File: src/rtl/ss_modport.sv
// rtl/ss_modport.sv - Forth data-stack engine with registered tos and cached second element s0
package ss_modport_pkg;
    typedef enum logic [1:0] {
        SS_LOAD = 2'd0,
        SS_PUSH = 2'd1,
        SS_POP  = 2'd2,
        SS_PICK = 2'd3
    } sop_e;
endpackage

module ss_modport
    import ss_modport_pkg::*;
#(
    parameter int DEPTH = 64,
    parameter int DSZ   = 32,
    localparam int SSZ  = $clog2(DEPTH)
) (
    input  logic           clk,
    input  logic           rst,
    input  logic           en,
    input  sop_e           op,
    input  logic [DSZ-1:0] vi,
    output logic [DSZ-1:0] tos,
    output logic [DSZ-1:0] s0,
    output logic [SSZ-1:0] sp
);

    logic [DSZ-1:0] mem [DEPTH];

    logic [SSZ-1:0] sp_inc;
    logic [SSZ-1:0] sp_dec;
    logic [SSZ-1:0] pick_idx;

    // All index arithmetic wraps naturally at SSZ bits, so over/underflow needs no special case
    always_comb begin
        sp_inc   = sp + 1'b1;
        sp_dec   = sp - 1'b1;
        pick_idx = sp - vi[SSZ-1:0];
    end

    always_ff @(posedge clk or posedge rst) begin
        if (rst) begin
            tos <= '1;
            s0  <= '0;
            sp  <= '0;
            for (int i = 0; i < DEPTH; i++) begin
                mem[i] <= '0;
            end
        end else if (en) begin
            case (op)
                SS_LOAD: begin
                    tos <= vi;
                end
                SS_PUSH: begin
                    mem[sp_inc] <= tos;
                    s0          <= tos;
                    sp          <= sp_inc;
                    tos         <= vi;
                end
                // s0 is refilled from the cell below so the next POP stays latency-free
                SS_POP: begin
                    tos <= s0;
                    sp  <= sp_dec;
                    s0  <= mem[sp_dec];
                end
                SS_PICK: begin
                    tos <= mem[pick_idx];
                end
                default: ;
            endcase
        end
    end

endmodule

File: config.mk
export PLATFORM = sky130hd
export DESIGN_NAME = ss_modport
export DESIGN_NICKNAME = d
export VERILOG_FILES = /design/src/rtl/ss_modport.sv
export SDC_FILE = /design/constraint.sdc
export NUM_CORES = 2
export LEC_CHECK = 0
export BUFFER_PORTS_ARGS = -buffer_cell sky130_fd_sc_hd__clkbuf_2
export CORE_MARGIN = 2
export CORE_UTILIZATION = 65
export CTS_BUF_LIST = sky130_fd_sc_hd__clkbuf_16
export CTS_CLUSTER_DIAMETER = 50
export DETAILED_ROUTE_END_ITERATION = 12
export PLACE_DENSITY = 0.82
export SKIP_LAST_GASP = 1
export SYNTH_ARGS = -nofsm -noshare
export SYNTH_HDL_FRONTEND = slang
export SYNTH_SLANG_ARGS = --single-unit
File: constraint.sdc
create_clock -name clk -period 102.8 [get_ports clk]
set_input_delay 15.42 -clock clk [delete_from_list [all_inputs] [get_ports clk]]
set_output_delay 15.42 -clock clk [all_outputs]
set_load 0.02 [all_outputs]
==> flow_summary.toml <==
[clocking]
worstSkewPairLatency_ns = 0.89
postCtsSetupRepairBufs = 0
tritoncts_num_sinks = 2118
cts.root.buffer_cell = "sky130_fd_sc_hd__clkbuf_16"
post_cts_resized = 0
cts_made_buffers = 219
clkTransAtPathRegs_ns = 0.07
cts_hold_repair.buffers = 0
cts.path.max_buffers = 3
htreeDepth = 4
clock_tree_from_tritoncts = "built"

[critical_path]
crit_type = "input port to register"
worst-path-max-fanout = 46
cp-end-kind = "register"
slack_of_the_worst_reg_to_reg_path_ns = 96.64
crit_path_start_kind = "input port"
worstPathArrival_ns = 20.82
critical_path_required_ns = 103.61

[yosys]
synth_most_common_cell = "sky130_fd_sc_hd__dfrtp_1"
syn_avg_cell_area_sq_um = 14.54
top_cells_by_area_in_the_synthesized_netlist = "sky130_fd_sc_hd__dfrtp_1, sky130_fd_sc_hd__mux4_2, sky130_fd_sc_hd__mux2_2, sky130_fd_sc_hd__nand2_1, sky130_fd_sc_hd__a22oi_1"
post_synth_instance_area_sq_um = 112600
synth_seq_area_share = 0.4712
ys_async_sr_fraction = 1.000
yosysUniqueCellTypes = 60
ys_warn_count = 0
syn-num-nets = 7792
dominantRegCellSynth = "sky130_fd_sc_hd__dfrtp_1"
yosysTopAreaCell = "sky130_fd_sc_hd__dfrtp_1"
post_synth_inst_count = 7744
post-synth-top-area-fraction = 0.4637
number_of_synthesized_flops_with_an_enable_pin = 0
post_synth_most_frequent_cells = "sky130_fd_sc_hd__dfrtp_1, sky130_fd_sc_hd__mux2_2, sky130_fd_sc_hd__mux4_2, sky130_fd_sc_hd__nand2_1, sky130_fd_sc_hd__clkbuf_1"
yosys_register_bits = 2118

[flow_run]
timing.max_cap.violations = 0

[pwr]
totalPowerFinal_mw = 3.684
leakagePower_nw = 56.35
irDropWorstVdd_mv = 0.04749
power.density_nw_per_um2 = 30.22

[routing]
detail_route.vias_per_cell = 7.757
routedWlPerCell_microns = 37.07
detailedRoute.firstPassIterationCount = 6
route.vias.total = 76960
antenna_left = 0
wl_microns = 367800
detail_route.drc_violations = 0
detailed_router_s_first_iteration_violation_count = 10470

[timing]
period_share = 0.1946
timing.fmax_mhz = 49.98
final.min_clock_period_ns = 20.01
timing.final.max_slew_violations = 0
totalNegativeSetupSlack_ns = 0
finalClockSkew_ns = 0.04532
hold_violations = 0
worst_slew_margin_rel = 0.1218
setup_viol = 0
worst-slew-pin-transition_ns = 1.316
grt_setup_unrepaired = "no"

[placement]
numPortBuffers = 106
place_inst = 9493
gp_congestion = 0.9095
place_hpwl_microns = 199200

[run_status]
outcome = "complete, no violations"

[die]
die_h_microns = 420.2
num_rows = 152
dieArea_sq_um = 176500
initial_utilization = 0.6548
coreArea_sq_um = 171900
pin_count = 107
die_width_microns = 420.2

[global_route]
via_count_of_the_first_global_routing_pass = 79210
grt_start_max_net_pins = 185
grt_overflow = 0
grt_first_pass_wirelength_microns = 538900
antenna_violations_before_repair = 25
grtUsageTotal = 0.4247

[final_layout]
area.sequential_sq_um = 53040
area.growth.synth_to_final_pct = 8.302
design.final.nets = 7452
multi_input_area_sq_um = 56320
core_util_final = 0.7091
fillerInstances = 10710
fin_cells = 9921
layout-drive-gt1-share = 0.4900

[hold_path]
worst_hold_path_type = "register to register"
metal layers:
layer | vias up | wire, microns | global-route usage
li1 | 29190 | - | -
met1 | 40140 | 122100 | 0.5304
met2 | 5808 | 160200 | 0.6050
met3 | 1787 | 52310 | 0.1644
met4 | 34 | 32820 | 0.3121
met5 | - | 378 | 0.007780
path summary, 6_finish.rpt:
| check | start | to | cells past startpoint |
|---|---|---|---|
| min in group asynchronous | rst | mem[53] | 2 |
| worst max register to register | sp[0] | s0[4] | 13 |
| max in group asynchronous | rst | mem[1895] | 7 |
| worst min register to register | mem[334] | mem[334] | 1 |
| worst max-delay path | vi[2] | tos[4] | 12 |
| worst min-delay path | mem[334] | mem[334] | 1 |
cells by family after synthesis:
family          share of synthesized area
mux                                0.4116
buf+inv                           0.03309
xor+xnor                         0.001589
fa+ha+maj                        0.001289
simple gates                      0.04057
flops                              0.4712
compound gates                    0.04068
where the power goes:
group	internal (mW)	switching [mW]	total, mW
clock	0.478	0.350	0.828
combinational	0.648	1.01	1.65
sequential	1.03	0.171	1.20
metrics by stage:
step | instance area (sq um) | hold slack [ns] | worst slack [ns]
3_3_place_gp | 114500 | 0.4792 | 82.09
4_1_cts | 121900 | 0.5075 | 82.96
2_1_floorplan | 112600 | 0.4697 | 27.60
3_5_place_dp | 114500 | 0.4947 | 82.05
5_1_grt | 121900 | 0.5250 | 82.36
6_report | 121900 | 0.5091 | 82.79
layout make-up:
type,count,share of cell area
multi-input cells,4761,0.4620
inverters,10,0.0003695
clock inverters,188,0.01474
well taps,2310,0.02371
clock buffers,223,0.04577
diodes,17,0.0003489
flip-flops and latches,2118,0.4351
repair buffers,294,0.01800
critical path: stages:
cell	delay, ns
sky130_fd_sc_hd__clkbuf_2	0.24
sky130_fd_sc_hd__inv_1	0.14
sky130_fd_sc_hd__ha_1	0.49
sky130_fd_sc_hd__o21ai_0	0.14
sky130_fd_sc_hd__or3b_4	0.30
sky130_fd_sc_hd__buf_4	0.59
sky130_fd_sc_hd__buf_4	0.88
sky130_fd_sc_hd__buf_4	0.76
sky130_fd_sc_hd__and3_1	0.29
sky130_fd_sc_hd__a211oi_1	0.06
sky130_fd_sc_hd__o311ai_0	1.11
sky130_fd_sc_hd__o32a_1	0.28
layout by cell type, fill, tap and decap left out, types with 50 or more instances in the layout:
master	n
sky130_fd_sc_hd__nand3_1	79
sky130_fd_sc_hd__a21oi_1	163
sky130_fd_sc_hd__mux2_2	1943
sky130_fd_sc_hd__clkinv_1	50
sky130_fd_sc_hd__a211oi_1	68
sky130_fd_sc_hd__and3_1	95
sky130_fd_sc_hd__o211ai_1	63
sky130_fd_sc_hd__clkbuf_2	105
sky130_fd_sc_hd__mux4_2	1024
sky130_fd_sc_hd__nand2_1	543
sky130_fd_sc_hd__dfrtp_1	2085
sky130_fd_sc_hd__buf_4	169
sky130_fd_sc_hd__nand4_1	63
sky130_fd_sc_hd__mux2_1	113
sky130_fd_sc_hd__clkbuf_16	223
sky130_fd_sc_hd__a22oi_1	239
registers in the layout, indices dropped and copies added, names as in the netlist:
register / count
s0: 32
tos: 32
mem: 2048
sp: 6
Note: power is estimated with default switching activity, not from simulation.
